===== src/rtl/mfe_pkg.sv =====
// rtl/mfe_pkg.sv - shared image geometry constants and loader state encoding for the MFE
package mfe_pkg;

  localparam int IMG_W     = 128;
  localparam int IMG_H     = 128;
  localparam int PIX_W     = 8;
  localparam int ADDR_W    = 14;
  localparam int FRAME_PIX = IMG_W * IMG_H;

  typedef enum logic [2:0] {
    ST_IDLE,
    ST_LOAD,
    ST_PAD,
    ST_HANDOFF,
    ST_WAIT_DONE
  } ld_state_e;

endpackage


===== src/rtl/mfe_frame_ctr.sv =====
// rtl/mfe_frame_ctr.sv - frame pixel counter shared by the load and pad paths
module mfe_frame_ctr #(
  parameter int ADDR_W    = 14,
  parameter int FRAME_PIX = 16384
) (
  input  logic              clk_i,
  input  logic              reset_i,
  input  logic              clr_i,
  input  logic              inc_i,
  output logic [ADDR_W-1:0] cnt_o,
  output logic              tc_o
);

  localparam logic [ADDR_W-1:0] LAST_CNT = ADDR_W'(FRAME_PIX - 1);

  logic [ADDR_W-1:0] cnt_q, cnt_d;

  // Saturates on the last pixel so a frame can never wrap onto address 0.
  always_comb begin
    cnt_d = cnt_q;
    if (clr_i) begin
      cnt_d = '0;
    end else if (inc_i && (cnt_q != LAST_CNT)) begin
      cnt_d = cnt_q + ADDR_W'(1);
    end
  end

  always_ff @(posedge clk_i) begin
    if (!reset_i) begin
      cnt_q <= '0;
    end else begin
      cnt_q <= cnt_d;
    end
  end

  assign cnt_o = cnt_q;
  assign tc_o  = (cnt_q == LAST_CNT);

endmodule


===== src/rtl/mfe_img_loader.sv =====
// rtl/mfe_img_loader.sv - streams one frame into the image SRAM and hands it to the MFE
// Optional frame checksum outputs under `define MFE_IMG_LOADER_CHECKSUM_EN.
module mfe_img_loader
  import mfe_pkg::*;
#(
  parameter int IMG_W  = mfe_pkg::IMG_W,
  parameter int IMG_H  = mfe_pkg::IMG_H,
  parameter int PIX_W  = mfe_pkg::PIX_W,
  parameter int ADDR_W = mfe_pkg::ADDR_W
) (
  input  logic              clk,
  input  logic              reset,
  input  logic              s_valid,
  input  logic [PIX_W-1:0]  s_data,
  input  logic              s_last,
  output logic              s_ready,
  output logic [ADDR_W-1:0] mem_addr,
  output logic [PIX_W-1:0]  mem_wdata,
  output logic              mem_wen,
  output logic              mfe_ready,
  input  logic              mfe_busy,
  output logic              err_short,
`ifdef MFE_IMG_LOADER_CHECKSUM_EN
  output logic                    err_long,
  output logic [PIX_W+ADDR_W-1:0] frame_sum,
  output logic                    frame_sum_vld
`else
  output logic              err_long
`endif
);

  localparam int NPIX = IMG_W * IMG_H;

  ld_state_e         state_q;
  logic              rdy_q, wen_q, mfe_ready_q, err_short_q, err_long_q;
  logic [ADDR_W-1:0] addr_q;
  logic [PIX_W-1:0]  wdata_q;
  logic [ADDR_W-1:0] cnt;
  logic              tc, cnt_clr, cnt_inc, acc, filling, enter_handoff;

  // rdy_q is zero for the first cycle out of reset; the busy term keeps
  // a new frame from starting while the MFE still owns the SRAM.
  assign s_ready = rdy_q && !((state_q == ST_IDLE) && mfe_busy);
  assign acc     = s_valid && s_ready;
  assign filling = (state_q == ST_IDLE) || (state_q == ST_LOAD);

  always_comb begin
    cnt_clr       = 1'b0;
    cnt_inc       = 1'b0;
    enter_handoff = 1'b0;
    case (state_q)
      ST_IDLE, ST_LOAD: begin
        cnt_inc       = acc;
        enter_handoff = acc && tc;
      end
      ST_PAD: begin
        cnt_inc       = 1'b1;
        enter_handoff = tc;
      end
      ST_WAIT_DONE: cnt_clr = !mfe_busy;
      default: ;
    endcase
  end

  mfe_frame_ctr #(
    .ADDR_W   (ADDR_W),
    .FRAME_PIX(NPIX)
  ) u_ctr (
    .clk_i  (clk),
    .reset_i(reset),
    .clr_i  (cnt_clr),
    .inc_i  (cnt_inc),
    .cnt_o  (cnt),
    .tc_o   (tc)
  );

  always_ff @(posedge clk) begin
    if (!reset) begin
      state_q     <= ST_IDLE;
      rdy_q       <= 1'b0;
      wen_q       <= 1'b0;
      addr_q      <= '0;
      wdata_q     <= '0;
      mfe_ready_q <= 1'b0;
      err_short_q <= 1'b0;
      err_long_q  <= 1'b0;
    end else begin
      wen_q <= 1'b0;
      case (state_q)
        ST_IDLE, ST_LOAD: begin
          rdy_q <= 1'b1;
          if (acc) begin
            wen_q   <= 1'b1;
            addr_q  <= cnt;
            wdata_q <= s_data;
            if (tc) begin
              state_q <= ST_HANDOFF;
              rdy_q   <= 1'b0;
              if (!s_last) err_long_q <= 1'b1;
            end else if (s_last) begin
              state_q     <= ST_PAD;
              rdy_q       <= 1'b0;
              err_short_q <= 1'b1;
            end else begin
              state_q <= ST_LOAD;
            end
          end
        end
        ST_PAD: begin
          wen_q   <= 1'b1;
          addr_q  <= cnt;
          wdata_q <= '0;
          if (tc) state_q <= ST_HANDOFF;
        end
        // mfe_ready rises one cycle into HANDOFF so it never overlaps the final write.
        ST_HANDOFF: begin
          if (mfe_ready_q && mfe_busy) begin
            mfe_ready_q <= 1'b0;
            state_q     <= ST_WAIT_DONE;
          end else begin
            mfe_ready_q <= 1'b1;
          end
        end
        ST_WAIT_DONE: begin
          if (!mfe_busy) begin
            state_q <= ST_IDLE;
            rdy_q   <= 1'b1;
          end
        end
        default: state_q <= ST_IDLE;
      endcase
    end
  end

  assign mem_addr  = addr_q;
  assign mem_wdata = wdata_q;
  assign mem_wen   = wen_q;
  assign mfe_ready = mfe_ready_q;
  assign err_short = err_short_q;
  assign err_long  = err_long_q;

`ifdef MFE_IMG_LOADER_CHECKSUM_EN
  logic [PIX_W+ADDR_W-1:0] sum_q;
  logic                    sum_vld_q;

  // Pad writes add zero, so only accepted beats feed the accumulator.
  always_ff @(posedge clk) begin
    if (!reset) begin
      sum_q     <= '0;
      sum_vld_q <= 1'b0;
    end else begin
      sum_vld_q <= enter_handoff;
      if (cnt_clr) begin
        sum_q <= '0;
      end else if (filling && acc) begin
        sum_q <= sum_q + (PIX_W+ADDR_W)'(s_data);
      end
    end
  end

  assign frame_sum     = sum_q;
  assign frame_sum_vld = sum_vld_q;
`endif

endmodule

===== config.mk =====
export PLATFORM = sky130hd
export DESIGN_NAME = mfe_img_loader
export DESIGN_NICKNAME = d
export VERILOG_FILES = /design/src/rtl/mfe_pkg.sv /design/src/rtl/mfe_frame_ctr.sv /design/src/rtl/mfe_img_loader.sv
export SDC_FILE = /design/constraint.sdc
export NUM_CORES = 1
export LEC_CHECK = 0
export ABC_AREA = 1
export CAP_MARGIN = 25
export CORE_MARGIN = 2
export CORE_UTILIZATION = 46
export DETAILED_ROUTE_END_ITERATION = 6
export PLACE_DENSITY_LB_ADDON = 0.1
export SYNTH_ARGS = -nofsm -noshare
export SYNTH_HDL_FRONTEND = slang
export SYNTH_SLANG_ARGS = --single-unit

===== constraint.sdc =====
create_clock -name clk -period 1.25 [get_ports clk]
set_input_delay 0.125 -clock clk [delete_from_list [all_inputs] [get_ports clk]]
set_output_delay 0.125 -clock clk [all_outputs]
set_load 0.03 [all_outputs]

## Yosys cells after proc, flatten, opt, wreduce, memory -nomap -nowiden

Cells that the tools add are included.

| word-level totals | value |
|---|---|
| latch bits | 0 |
| register bits | 44 |
| word-level logic and storage cells | 61 |
| memories | 0 |
| input bits | 13 |
| ROM bits | 0 |
| bits in writable memories | 0 |

| cells by class | value |
|---|---|
| divide/modulo/power cells | 0 |
| $mul | 0 |
| reduce and logical (&&, ||, !) cells | 17 |
| bitwise operators | 3 |
| equality and inequality tests | 10 |
| multiplexer cells | 21 |
| order comparisons | 0 |
| shift operators | 0 |
| $add $sub $neg | 1 |

Operators with widths:

| kind | count |
|---|---|
| $pmux 14 s2 | 1 |
| $pmux 8 s2 | 1 |
| $add 14x1->14 const B | 1 |
| $eq 14x14->1 const B | 1 |
| $mux 14 | 1 |
| $ne 14x14->1 const B | 1 |
| $mux 3 | 4 |
| $pmux 3 s4 | 1 |
| $reduce_and 4->1 | 3 |
| $mux 8 | 1 |
| $ne 2x2->1 const B | 4 |
| $mux 1 | 7 |
| $eq 3x2->1 const B | 2 |
| $pmux 1 s2 | 3 |
| $logic_and 1x1->1 | 5 |
| $mux 2 | 2 |
| $reduce_and 2->1 | 2 |
| $reduce_bool 2->1 | 2 |
| $reduce_or 2->1 | 2 |
| $eq 3x1->1 const B | 1 |
| $eq 3x3->1 const B | 1 |
| $logic_not 3->1 | 1 |
| $not 1->1 | 3 |
| $logic_not 1->1 | 2 |

## Depth between registers and ports, before layout

Gate-level depths: netlist (run 1).

| depth | value |
|---|---|
| depth after elaboration | 7 |
| depth in mapped cells | 10 |

## By module

From an unflattened synthesis (run 1), not the netlist that was laid out.

| second synthesis, totals | value |
|---|---|
| cell total of the unflattened synthesis | 294 |
| area total of the unflattened synthesis | 2198.4 um^2 |

Modules (own cells, without submodules):

| module | cells an instance | times used | area an instance (um^2) | seq. area each (um^2) |
|---|---|---|---|---|
| mfe_img_loader | 156 | 1 | 1287.5 | 600.6 |
| mfe_frame_ctr | 138 | 1 | 910.9 | 280.3 |

## Worst setup path before layout (run 1)

Ideal clock, no wire load.

| timing | value |
|---|---|
| path kind | register to register |
| start | register u_ctr.cnt_q[0] (netlist: u_ctr.cnt_o[0]) |
| end | register u_ctr.cnt_q[11] (netlist: u_ctr.cnt_o[11]) |
| required time | 1132 ps |
| cell stages (with the launch flop) | 10 |
| path buffers | 1 |
| data arrival time | 1286 ps |
| path slack | -154 ps |
| clock period less this slack | 1404 ps |
| library setup time | 118 ps |
| cells stage by stage | dfxtp_1 ha_1 nand3_2 nor2_2 nand2_2 nand2_4 inv_4 buf_8 o21ai_2 a21oi_2 |

| between the ends | value |
|---|---|
| longest elaborated chain between the ends | 2 |

RTL lines:

| item | RTL line | text |
|---|---|---|
| start, declared | mfe_frame_ctr.sv:16 | `logic [ADDR_W-1:0] cnt_q, cnt_d;` |
| start signal, assigned | mfe_frame_ctr.sv:32 | `cnt_q <= cnt_d;` |
| branches (longest 2 deep; another with $add 14x1->14) | -- |  |

Several ways; the timed one is not identified.
A chain may end at the register's enable or synchronous reset.

## Final worst setup path (run 1)

| timing | value |
|---|---|
| start | register state_q[2] |
| end | register u_ctr.cnt_q[4] (netlist: u_ctr.cnt_o[4]) |

| between the ends | value |
|---|---|
| longest elaborated chain between the ends | 7 |

RTL lines:

| item | RTL line | text |
|---|---|---|
| start, declared | mfe_img_loader.sv:34 | `ld_state_e state_q;` |
| start signal, assigned | mfe_img_loader.sv:79 | `state_q <= ST_IDLE;` |
| start signal, assigned | mfe_img_loader.sv:97 | `state_q <= ST_HANDOFF;` |
| start signal, assigned | mfe_img_loader.sv:101 | `state_q <= ST_PAD;` |
| $logic_not 3->1 | mfe_img_loader.sv:43, mfe_img_loader.sv:51 |  |
| $logic_and 1x1->1 | mfe_img_loader.sv:43 | `assign s_ready = rdy_q && !((state_q == ST_IDLE) && mfe_busy);` |
| $logic_not 1->1 | mfe_img_loader.sv:43 |  |
| $logic_and 1x1->1 | mfe_img_loader.sv:43 |  |
| $logic_and 1x1->1 | mfe_img_loader.sv:44 | `assign acc = s_valid && s_ready;` |
| $pmux 1 s2 | mfe_img_loader.sv:51 | `case (state_q)` |
| $logic_and 1x1->1 | mfe_frame_ctr.sv:23 | `end else if (inc_i && (cnt_q != LAST_CNT)) begin` |

Several ways; a longest one is shown, not always the timed one.

==> run summary, run 1 <==
Total GRT Usage: 24.8%
Crit-path cells: nor2_4 > buf_6 > nand4_4 > nand2_8 > nand2_8 > buf_8 > nand2_2 > a21oi_2
Final wirelength: 6.08 mm
Flops & latches, synth: 44
Dominant synthesized flop cell: dfxtp_1
Reg-to-reg endpoint: u_ctr.cnt_o[4]
Combinational share of power: 52.2%
CP bufs+invs: 2
Clock skew: 0.00234 ns
# diodes: 0
CP max stage cell: dfxtp_2
Worst Reg2Reg Path Length in Cells: 8
Area grow syn2layout: 63.5%
GRT busiest layer: met2
Die Area: 5080 µm²
Seq pwr share: 28.8%
CORE AREA: 4350 µm²
TritonCTS clock tree: yes
Largest cells by area after synthesis: dfxtp_1, nand2_1, nor2_1, inv_1, o21ai_0
VDD IR max: 1.44 mV
Post-DP HPWL: 3.81 mm
Avg Cell Area, Syn: 7.21 µm²
Slew @ Worst Pin: 0.324 ns
Root Driver: clkbuf_8
# IOs: 40
Vias per inst: 5.03
Slew headroom: 78.5%
Most used cell, CP: nand2_8
DRT Pass-1 Iters: 4
Count leader, synth: nand2_1
Die Height: 71.3 µm
CP required: 1.44 ns
Period utilisation layout: 112%
Gate Count Post-Synth: 289
Drt initial violations: 113
Crit. End Element: flop
Unrepaired setup endpoints after global routing: yes
GRT overflow: 0
Clock share of power: 19.0%
Setup crit start kind: flop
Pint: 0.00399 W
Worst reg2reg path startpoint: state_q[2]
Switching portion of total power: 40.2%
Core Rows: 24
Cell area power density: 1960 nW/µm²
Vias in the first global route: 2116
Die X: 71.3 µm
Yosys top cell area share: 42.3%
Initial antenna violation count: 0
First-pass GRT wire length: 10.0 mm
Largest net degree at the start of global routing: 19
Max Cap Viol: 0
Max Buffers Root-to-Sink: 2
Net Switching: 0.00268 W
M3 GR Usage: 4.36%
Final net count: 401
Port bufs: 39
Synth warn: 0
Post-synth top area cell: dfxtp_1
Reg2Reg Setup Slack: -0.15 ns
Layout cells sized above 1: 42.6%
Initial core utilization: 47.8%
Critical path class: reg2reg
Clk sink count: 44
Post-synth ARST share: 0%
Post-synth EDFFs: 0
Routing usage on met2: 40.3%
Register area share after synthesis: 42.3%
Drc violations: 0
Fin. max-slew vios: 0
Count of cell types in the netlist: 30
Cell area after layout: 3410 µm²
DR vias: 2207
CP Max Fanout: 6
Worst hold start: s_data[6]
Min cycle time layout: 1.40 ns
Cell area after placement: 2890 µm²
Pwr Total: 0.00667 W
Top achievable clock speed: 714 MHz
Hold Path Class: in2reg
Status: finished with violations
Endpoints failing hold: 0
Final setup margin: -0.150 ns
Failing checks: setup timing
Hold Path Stages: 3
Worst EP arrival: 1.59 ns
Crit path max-delay family: simple AND/OR/NAND/NOR gates
CP max stage delay: 0.35 ns
Crit path depth: 8
Worst-path clk slew: 0.08 ns
Pleak: 1.56 nW
Htree depth: 2
Num CTS Buffers: 5
Hold Path End: mem_wdata[6]
GP Congestion: 0.852
ANT nets after route: 0
Post-Syn Nets: 303
Commonest cells post-synth: nand2_1, nor2_1, dfxtp_1, inv_1, o21ai_0
Clk_lat worst skew: 0.29 ns
Final setup viols: 41
Mapped Area: 2080 µm²
DR WL/cell: 13.9 µm
GR Layer Usage met1: 33.7%
[routing by layer]
layer | vias up | part of all wire [%]
li1 | 1111 | -
met1 | 1027 | 46
met2 | 63 | 48
met3 | 6 | 4.8
met4 | 0 | 1.3
met5 | - | 0
[power groups by stage]
stage               clock network (W)  logic [W]  registers (W)
global route                  0.00134    0.00371        0.00196
floorplan                           0    0.00116        0.00238
finish                        0.00127    0.00348        0.00192
global placement                    0    0.00265        0.00191
detailed placement                  0    0.00269        0.00191
CTS                           0.00129    0.00335        0.00190
[worst min-delay path, cell delays in order]
cell	delay [ns]
clkdlybuf4s50_1	0.39
nand2_1	0.06
a21oi_1	0.05
[stage by stage]
step | utilization, % | hold slack (ns) | TNS [ns] | setup slack, ns | cells
floorplan | - | 0.270 | -0.257 | -0.0352 | 289
global placement | 66.3 | 0.448 | -9.60 | -0.317 | 421
detailed placement | 66.3 | 0.452 | -10.25 | -0.322 | 421
CTS | 77.0 | 0.377 | -1.93 | -0.172 | 439
global route | 78.2 | 0.396 | -5.96 | -0.201 | 439
finish | 78.2 | 0.384 | -3.19 | -0.150 | 439
[cells in the final DEF, fill, tap and decap left out, types with 3 or more instances in the layout]
master | synthesis | routed
xor2_1 | 4 | 4
buf_6 | 1 | 12
nor2_4 | 1 | 5
o21a_1 | 3 | 3
dfxtp_1 | 44 | 32
nand3_2 | 1 | 4
nand3_1 | 9 | 4
dlygate4sd2_1 | 0 | 26
o21ai_0 | 18 | 6
nand2_2 | 11 | 31
o21ai_1 | 0 | 11
buf_4 | 2 | 44
dfxtp_2 | 0 | 11
nor2_2 | 2 | 12
inv_1 | 28 | 26
nor2_1 | 45 | 31
clkdlybuf4s50_1 | 0 | 12
a21oi_2 | 10 | 14
nand2_1 | 72 | 50
clkbuf_8 | 0 | 5
a21oi_1 | 17 | 13
[sequential cells by signal, summed over array words and instances (netlist names)]
register and flops:
mem_wdata 8, rdy_q 1, mem_addr 14, err_long 1, mfe_ready 1, u_ctr.cnt_o 14
mem_wen 1, err_short 1, state_q 3
[logic make-up after synthesis]
family | Yosys count | synth area share [%]
AND/OR/NAND/NOR | 149 | 31.6
XOR/XNOR | 6 | 2.52
AO/OA/AOI/OAI | 50 | 14.4
buffers and inverters | 39 | 8.59
adder cells (fa/ha/maj) | 1 | 0.601
flip-flops | 44 | 42.3
[area by class of cell]
cell class,count,area [µm²]
Clock buffer,5,68.8
Clock inverter,2,60.1
Fill cell,298,947
Inverter,30,135
Multi-Input combinational cell,206,1270
Sequential cell,44,898
Tap cell,52,65.1
Timing Repair Buffer,99,896
Timing Repair inverter,1,8.76
[how the worst max path moves through the flow]
stage,startpoint,endpoint
5_1_grt,state_q[0],u_ctr.cnt_o[2]
2_1_floorplan,u_ctr.cnt_o[1],u_ctr.cnt_o[11]
4_1_cts,state_q[1],s_ready
3_3_place_gp,mfe_busy,s_ready
3_5_place_dp,mfe_busy,s_ready
6_report,state_q[2],u_ctr.cnt_o[4]
[what timing repair did]
item,in CTS,in global routing
endpoints found under the hold margin,0,0
hold buffers,0,0
setup buffers,9,0
pin swaps,23,8
resized for setup,119,26
gates cloned,3,0
endpoints found under the setup margin,69,44
No activity file was read; power rests on OpenSTA's default activity.
==> run 2, diff against run 1 <==
--- a/config.mk
+++ b/config.mk
@@ -8,7 +8,7 @@
 export ABC_AREA = 1
 export CAP_MARGIN = 25
 export CORE_MARGIN = 2
-export CORE_UTILIZATION = 46
+export CORE_UTILIZATION = 55
 export DETAILED_ROUTE_END_ITERATION = 6
 export PLACE_DENSITY_LB_ADDON = 0.1
 export SYNTH_ARGS = -nofsm -noshare
==> constraint.sdc (replaced) <==
create_clock -name clk -period 1.8 [get_ports clk]
set_input_delay 0.18 -clock clk [delete_from_list [all_inputs] [get_ports clk]]
set_output_delay 0.18 -clock clk [all_outputs]
set_load 0.03 [all_outputs]
==> run summary, run 2 (same netlist as run 1, synthesis figures left out) <==
Clk sink count: 44 (unchanged)
Vias per inst: 4.94 (was 5.03)
Port bufs: 39 (unchanged)
Most common cell after layout, fill and taps aside: nand2_1 (unchanged)
Worst Reg2Reg Path Length in Cells: 8 (unchanged)
Core Rows: 22 (was 24)
Final wirelength: 4.53 mm (was 6.08 mm)
Setup crit start kind: flop (unchanged)
Unrepaired setup endpoints after global routing: no (was yes)
Pint: 0.00207 W (was 0.00399 W)
Net Switching: 0.00147 W (was 0.00268 W)
Slew headroom: 74.2% (was 78.5%)
Die Area: 4300 µm² (was 5080 µm²)
Area grow syn2layout: 27.0% (was 63.5%)
Slew @ Worst Pin: 0.386 ns (was 0.324 ns)
ANT nets after route: 0 (unchanged)
Initial antenna violation count: 0 (unchanged)
Clock share of power: 18.5% (was 19.0%)
Initial core utilization: 56.9% (was 47.8%)
Period utilisation layout: 91.2%
Cell area after layout: 2650 µm² (was 3410 µm²)
Combinational share of power: 44.5% (was 52.2%)
Endpoints failing hold: 0 (unchanged)
Min cycle time layout: 1.64 ns
Seq pwr share: 37.0% (was 28.8%)
Worst Setup EP: s_ready (was u_ctr.cnt_o[4])
Status: completed (was finished with violations)
Final setup margin: 0.159 ns (was -0.150 ns)
Drt initial violations: 86 (was 113)
Fin. max-slew vios: 0 (unchanged)
Hold Path Class: in2reg (unchanged)
Clk_lat worst skew: 0.30 ns (was 0.29 ns)
Cell area power density: 1340 nW/µm² (was 1960 nW/µm²)
Reg2Reg Setup Slack: 0.22 ns (was -0.15 ns)
Switching portion of total power: 41.5% (was 40.2%)
First-pass GRT wire length: 7.53 mm (was 10.0 mm)
DRT Pass-1 Iters: 4 (unchanged)
GRT overflow: 0 (unchanged)
Final Core Density: 72.2% (was 78.2%)
GP Congestion: 0.843 (was 0.852)
Crit. End Element: primary output (was flop)
Final net count: 351 (was 401)
Worst setup startpoint: state_q[2] (unchanged)
Filler Cell Count: 321 (was 298)
# diodes: 0 (unchanged)
Htree depth: 2 (unchanged)
CORE AREA: 3660 µm² (was 4350 µm²)
Reg-to-reg endpoint: u_ctr.cnt_o[10] (was u_ctr.cnt_o[4])
Pleak: 1.09 nW (was 1.56 nW)
Setup tns final: 0 ns (was -3.19 ns)
Largest net degree at the start of global routing: 19 (unchanged)
Cell area after placement: 2550 µm² (was 2890 µm²)
Critical path class: reg2out (was reg2reg)
Max Cap Viol: 0 (unchanged)
TritonCTS clock tree: yes (unchanged)
CP required: 1.62 ns (was 1.44 ns)
Total GRT Usage: 22.8% (was 24.8%)
Worst EP arrival: 1.46 ns (was 1.59 ns)
Post-DP HPWL: 3.36 mm (was 3.81 mm)
Vias in the first global route: 1665 (was 2116)
CP Max Fanout: 4 (was 6)
DR vias: 1907 (was 2207)
Layout cells sized above 1: 14.2% (was 42.6%)
Clock skew: 0.00722 ns (was 0.00234 ns)
Die X: 65.5 µm (was 71.3 µm)
# IOs: 40 (unchanged)
Worst-path clk slew: 0.09 ns (was 0.08 ns)
Drc violations: 0 (unchanged)
Hold Buf Count CTS: 0 (unchanged)
Top achievable clock speed: 609 MHz
Final setup viols: 0 (was 41)
Num CTS Buffers: 5 (unchanged)
VDD IR max: 0.942 mV (was 1.44 mV)
Max Buffers Root-to-Sink: 2 (unchanged)
Die Height: 65.5 µm (was 71.3 µm)
DR WL/cell: 11.7 µm (was 13.9 µm)
Most frequent cells in the layout: nand2_1, nor2_1, dfxtp_1 (was nand2_1, buf_4, dfxtp_1)
Pre-CTS WS: 0.113 ns (was -0.322 ns)
Worst reg2reg path startpoint: u_ctr.cnt_o[1] (was state_q[2])
Root Driver: clkbuf_8 (unchanged)
## run 2: worst max-delay path: stages, from the launching register on
cell,delay [ns]
dfxtp_1,0.36
nor2_4,0.19
inv_1,0.10
o21a_1,0.17
dlygate4sd2_1,0.35
## run 2: cell type report
cell class / instances / area (µm²) / share of cell area (%)
multi-input cells: 206 / 1020 / 38.7
flip-flops and latches: 44 / 881 / 33.3
repair buffers: 50 / 472 / 17.8
inverters: 30 / 115 / 4.35
clock buffers: 7 / 86.3 / 3.26
well taps: 48 / 60.1 / 2.27
clock inverters: 1 / 7.51 / 0.284
## run 2: power by group through the flow
stage | logic, W | registers, W | clock network, W
after floorplan | 0.000795 | 0.00164 | 0
after global placement | 0.00157 | 0.00133 | 0
after detailed placement | 0.00158 | 0.00133 | 0
after CTS | 0.00159 | 0.00131 | 0.000664
after global routing | 0.00173 | 0.00134 | 0.000707
final | 0.00158 | 0.00131 | 0.000655
## run 2: timing repair
item	in CTS	in global routing
setup endpoints to repair	1	0
gates resized for setup	1	0
setup buffers	0	0
## run 2: how the worst min path moves through the flow
stage | startpoint | slack, ns | end | cells after the start
2_1_floorplan | s_data[0] | 0.32 | mem_wdata[0] | 2
3_3_place_gp | err_long | 0.45 | err_long | 1
3_5_place_dp | mem_wdata[2] | 0.46 | mem_wdata[2] | 2
4_1_cts | s_data[5] | 0.43 | mem_wdata[5] | 3
5_1_grt | s_data[5] | 0.42 | mem_wdata[5] | 3
6_report | s_data[5] | 0.43 | mem_wdata[5] | 3
## run 2: layer usage
metal	GRT usage, %	wire length, µm
met2	34.7	2010
met1	30.6	2180
met3	5.99	285
met4	9.11	62
met5	0	0
## run 2: stage by stage
stage	total power, W	instances	hold WS [ns]
after floorplan	0.00244	289	0.325
after global routing	0.00378	386	0.424
after global placement	0.00290	378	0.450
after CTS	0.00356	386	0.434
after detailed placement	0.00290	378	0.457
final	0.00354	386	0.432
==> edit 1, RTL diff (settings of run 1) <==
`ADDR_W` is set to 14 in 2 places; all go to 16.
--- a/src/rtl/mfe_pkg.sv
+++ b/src/rtl/mfe_pkg.sv
@@ -4,7 +4,7 @@
   localparam int IMG_W     = 128;
   localparam int IMG_H     = 128;
   localparam int PIX_W     = 8;
-  localparam int ADDR_W    = 14;
+  localparam int ADDR_W    = 16;
   localparam int FRAME_PIX = IMG_W * IMG_H;
 
   typedef enum logic [2:0] {
--- a/src/rtl/mfe_frame_ctr.sv
+++ b/src/rtl/mfe_frame_ctr.sv
@@ -1,6 +1,6 @@
 // rtl/mfe_frame_ctr.sv - frame pixel counter shared by the load and pad paths
 module mfe_frame_ctr #(
-  parameter int ADDR_W    = 14,
+  parameter int ADDR_W    = 16,
   parameter int FRAME_PIX = 16384
 ) (
   input  logic              clk_i,
Ports: changed (resized mem_addr); port bits go from 40 to 42. The function was not compared with the original's and may differ.
==> edit 1 against run 1 <==
  * The run still ends with setup timing left
  * Power rose by 10%
  * Routed wire length increased by 25%
  * Setup slack got worse by 0.063 ns
  * Fmax shrank 4.3%
  * Sequential cell count increased by 4
  * First-iteration DRC count shrank 7.1%
  * Count of clock-buffer cells in the layout grew 1
  * Area after synthesis up 9.1%
  * Critical path depth stayed put
  * Combinational power up 14%
  * Cell area is 12% higher
  * Die area rose by 8.5%
  * Largest power group unchanged
==> edit 1: results (changes against run 1) <==
[metrics] register-to-register path setup slack: -0.21 ns (-0.06 ns)
[metrics] most frequent cells after synthesis: 85 x nand2_1, 48 x dfxtp_1, 44 x nor2_1
[metrics] Cells after Synth: 325 (+12%)
[metrics] final worst clock skew: 0.00962 ns (+0.00728 ns)
[metrics] violations in the final reports: setup timing
[metrics] clock-pin transition on the worst setup and hold timing paths: 0.10 ns (+0.02 ns)
[metrics] hold_sp: s_data[1]
[metrics] wire length of the first global-routing pass: 10,900 um (+9.2%)
[metrics] met2 capacity usage during global routing: 47.2% (+6.9 points)
[metrics] endpoint arrival time on the critical path: 1.67 ns (+0.08 ns)
[metrics] post-synth net total: 339 (+12%)
[metrics] combinational cell fraction of total power: 54.0% (+1.8 points)
[metrics] maximum net fanout on the critical path: 5 (-1)
[metrics] setup violation total in the final timing report: 47 (+15%)
[metrics] Placer Congestion: 0.904 (+6.1%)
[metrics] maximum single-stage delay on the critical path: 0.37 ns (+0.02 ns)
[metrics] status: complete, but fails checks
[metrics] placed instance count: 465 (+10%)
[metrics] via count: 2,521 (+14%)
[metrics] GR Util met1: 31.3% (-2.4 points)
[metrics] relative slew slack: 70.1% (-8.4 points)
[metrics] total sequential power: 0.00216 W (+12%)
[metrics] reg2reg end: err_short$_SDFFE_PN0P_
[metrics] clk_lat worst skew: 0.32 ns (+0.03 ns)
[metrics] total track usage: 26.2% (+1.4 points)
[metrics] final cell count without fillers: 492 (+12%)
[metrics] share of final-layout standard cells stronger than drive strength 1: 45.4% (+2.8 points)
[metrics] M3 GR Usage: 4.74% (+0.38 points)
[metrics] final worst slack: -0.213 ns (-0.0631 ns)
[metrics] Max rail drop VDD: 1.18 mV (-18%)
[metrics] length of routed met3 wiring: 313 um (+6.5%)
[metrics] Fill cells: 304 (+2.0%)
[metrics] Static Leakage: 1.60 nW (+2.8%)
[metrics] proportion of synthesized chip area in sequential cells: 42.3% (about the same)
[metrics] PortBufs: 41 (+5.1%)
[metrics] Layout Nets: 438 (+9.2%)
[metrics] number of global-route vias before repair: 2,376 (+12%)
==> edit 1: through the flow <==
stage,util [%],hold WS (ns),instance area [um2],power (W),TNS (ns)
floorplan,-,0.254,2300,0.00379,-0.412
global placement,64.2,0.447,3050,0.00480,-11.88
detailed placement,64.2,0.453,3050,0.00483,-12.57
CTS,76.3,0.364,3630,0.00697,-3.25
global route,80.0,0.382,3800,0.00767,-7.24
finish,80.0,0.372,3800,0.00735,-5.10
==> edit 1: layout make-up <==
cell class	count	area share (%)
flip-flops and latches	48	25.6
well taps	67	2.20
clock inverters	2	1.02
clock buffers	6	2.17
multi-input cells	226	40.5
inverters	43	5.03
repair buffers	98	22.9
repair inverters	2	0.592
==> edit 1: worst max-delay path by stage <==
stage	startpoint	endpoint	slack [ns]	cells past startpoint
after floorplan	u_ctr.cnt_o[1]$_SDFFE_PP0P_	u_ctr.cnt_o[1]$_SDFFE_PP0P_	-0.05	9
after global placement	mfe_busy	mem_wdata[1]$_SDFFE_PN0P_	-0.33	8
after detailed placement	mfe_busy	u_ctr.cnt_o[6]$_SDFFE_PP0P_	-0.34	10
after CTS	state_q[1]$_SDFFE_PN0P_	s_ready	-0.22	4
after global routing	u_ctr.cnt_o[0]$_SDFFE_PP0P_	err_long$_SDFFE_PN0P_	-0.26	8
final	u_ctr.cnt_o[0]$_SDFFE_PP0P_	err_short$_SDFFE_PN0P_	-0.21	8
==> edit 1: timing repair <==
action / CTS / global route
cloned: 5 / 1
endpoints found under the setup margin: 74 / 52
setup buffers: 13 / 7
pin swaps: 22 / 19
gates resized for setup: 139 / 79
==> edit 1: cell families after synthesis <==
logic type	after synthesis	synth area share (%)
buffers and inverters	53	10.1
AOI/OAI and AO/OA	61	15.5
adders and majority gates	1	0.551
and+or+nand+nor	159	30.3
DFF	48	42.3
xor gates and xnor gates	3	1.16
==> edit 2, RTL diff (config.mk and constraints of run 1) <==
Made on the original files. The 5 states of `ld_state_e` get a one-hot encoding in 5 bits.
--- a/src/rtl/mfe_pkg.sv
+++ b/src/rtl/mfe_pkg.sv
@@ -7,12 +7,12 @@
   localparam int ADDR_W    = 14;
   localparam int FRAME_PIX = IMG_W * IMG_H;
 
-  typedef enum logic [2:0] {
-    ST_IDLE,
-    ST_LOAD,
-    ST_PAD,
-    ST_HANDOFF,
-    ST_WAIT_DONE
+  typedef enum logic [4:0] {
+    ST_IDLE      = 5'b00001,
+    ST_LOAD      = 5'b00010,
+    ST_PAD       = 5'b00100,
+    ST_HANDOFF   = 5'b01000,
+    ST_WAIT_DONE = 5'b10000
   } ld_state_e;
 
 endpackage
Function: same outputs for any inputs over 10 cycles, from zero or initial values and one cycle with reset low; not proved beyond that.
==> edit 2 against run 1 <==
  * The run still ends with setup timing left
  * Power shrank 17%
  * Area after synthesis grew 6.1%
  * Setup slack lost 0.047 ns
  * Sequential cell count grew 2
  * Non-clock buffer count is the same
  * Utilization shrank 5.3 points
  * Routed wire length grew 3.2%
  * Cell area grew 0.40%
  * Critical path type unchanged
  * Critical endpoint is now mem_addr[7]$_SDFFE_PN0P_
  * Highest routed layer unchanged
==> edit 2: results (changes against run 1) <==
[metrics] M3 GR Usage: 5.49% (+1.1 points)
[metrics] Static Leakage: 1.53 nW (-1.8%)
[metrics] Layout Nets: 418 (+4.2%)
[metrics] endpoint arrival time on the critical path: 1.65 ns (+0.06 ns)
[metrics] number of diodes: 0 (unchanged)
[metrics] PortBufs: 39 (unchanged)
[metrics] via count: 2,390 (+8.3%)
[metrics] number of antenna violations at the first check in global routing: 0 (unchanged)
[metrics] number of DRC markers in iteration 0: 164 (+45%)
[metrics] Fill cells: 360 (+21%)
[metrics] Max rail drop VDD: 1.03 mV (-28%)
[metrics] H-tree level count: 2 (unchanged)
[metrics] maximum net fanout on the critical path: 16 (+10)
[metrics] number of synthesis warnings: 0 (unchanged)
[metrics] placed instance area: 3100 um2 (+7.3%)
[metrics] final worst clock skew: 0.00509 ns (+0.00275 ns)
[metrics] wire length of the first global-routing pass: 9960 um (-0.35%)
[metrics] pwr dens: 1610 nW/um2 (-18%)
[metrics] Async S/R FF share, synth: 0% (unchanged)
[metrics] number of global-route vias before repair: 2,191 (+3.5%)
[metrics] clk_lat worst skew: 0.30 ns
[metrics] post-detailed-placement half-perimeter wirelength: 4320 um (+13%)
[metrics] setup violation total in the final timing report: 45 (+9.8%)
[metrics] GR Util met1: 31.8% (-1.9 points)
[metrics] most frequent cells after synthesis: 63 x nand2_1, 46 x dfxtp_1, 46 x nor2_1
[metrics] status: complete, but fails checks
[metrics] total track usage: 23.7% (-1.1 points)
[metrics] cell chosen for the clock root: clkbuf_8
[metrics] CP max-delay cell: dfxtp_2
[metrics] post-synth net total: 323 (+6.6%)
[metrics] share of final-layout standard cells stronger than drive strength 1: 34.6% (-8.1 points)
[metrics] per-cell routed wire length: 13.7 um (-1.3%)
[metrics] worst slew pin tran: 0.514 ns (+0.190 ns)
[metrics] met2 capacity usage during global routing: 37.9% (-2.4 points)
[metrics] proportion of synthesized chip area in sequential cells: 41.7% (-0.63 points)
[metrics] Placer Congestion: 0.864 (+1.4%)
[metrics] post-synth cell types: 28 (-6.7%)
[metrics] final sum of negative setup slack: -6.85 ns (-3.66 ns)
[metrics] violations in the final reports: setup timing
[metrics] top post-synthesis cells by area: dfxtp_1 42%, nand2_1 11%, nor2_1 7.8%
[metrics] cell with the most instances after synthesis: nand2_1
[metrics] final worst slack: -0.197 ns (-0.0471 ns)
[metrics] depth of the most critical reg-to-reg path: 9 (+1)
[metrics] main flop type after synthesis: dfxtp_1
[metrics] deepest clock path buffer count: 2 (unchanged)
[metrics] maximum number of pins on one net before global-route repair: 20 (+1)
[metrics] dpl ws: -0.385 ns (-0.0628 ns)
edit 2: cell count changes after synthesis, sizes merged, moves of 2 or more:
cell	change
buf	+3
dfxtp	+2
inv	-2
nand2	-10
nand3	+13
nand3b	+2
nand4	+13
nor2	+3
o21a	-3
o21ai	-2
edit 2: timing repair:
item	4_1_cts	5_1_grt
buffers inserted	6	2
resized for setup	54	21
setup endpoints to repair	71	45
cloned	1	0
pin swaps	10	6
edit 2: worst paths after layout:
| check | startpoint | end | slack, ns |
|---|---|---|---|
| setup / recovery | state_q[2]$_SDFFE_PN0P_ | mem_addr[7]$_SDFFE_PN0P_ | -0.20 |
| hold / removal | s_data[2] | mem_wdata[2]$_SDFFE_PN0P_ | 0.38 |
| setup reg to reg | state_q[2]$_SDFFE_PN0P_ | mem_addr[7]$_SDFFE_PN0P_ | -0.20 |
| hold reg to reg | mem_wdata[3]$_SDFFE_PN0P_ | mem_wdata[3]$_SDFFE_PN0P_ | 0.46 |
edit 2: critical path: cells and delay by family (launching register included):
kind | cells | cell delay (ns)
buffers and inverters | 2 | 0.21
DFF | 1 | 0.35
and+or+nand+nor | 7 | 0.79
edit 2: cells by family (layout without fill, tap and decap cells):
kind of cell             after synthesis  after routing  share of synthesized area (%)
AO/OA/AOI/OAI                         46             46                           11.0
XOR/XNOR                               6              6                           2.38
adder cells (fa/ha/maj)                1              1                          0.566
buffers and inverters                 39            134                           8.09
flip-flops                            46             46                           41.7
AND/OR/NAND/NOR                      171            172                           36.3
edit 2: layout make-up:
class                      count  area share, %
clock buffer                   8           3.26
inverter                      27           3.18
multi-input combinational    225           38.6
sequential                    46           27.5
tap                           54           1.98
timing repair buffer          99           25.5
edit 2: metrics by stage:
step | cells | hold WS [ns]
floorplan | 309 | 0.272
global placement | 442 | 0.443
detailed placement | 442 | 0.455
CTS | 457 | 0.376
global route | 459 | 0.396
finish | 459 | 0.376
edit 2: layer usage:
layer / share of wire, % / routed length (um) / up-vias
met4: 2.0 / 127 / 0
met5: 0 / 0 / -
met3: 4.8 / 302 / 16
li1: - / - / 1197
met2: 48 / 2990 / 63
met1: 46 / 2860 / 1114
edit 2: power by group:
group	switching (W)	internal (W)	total, W
logic	0.00158	0.00102	0.00260
clock network	0.000515	0.000572	0.00109
registers	0.000137	0.00169	0.00183
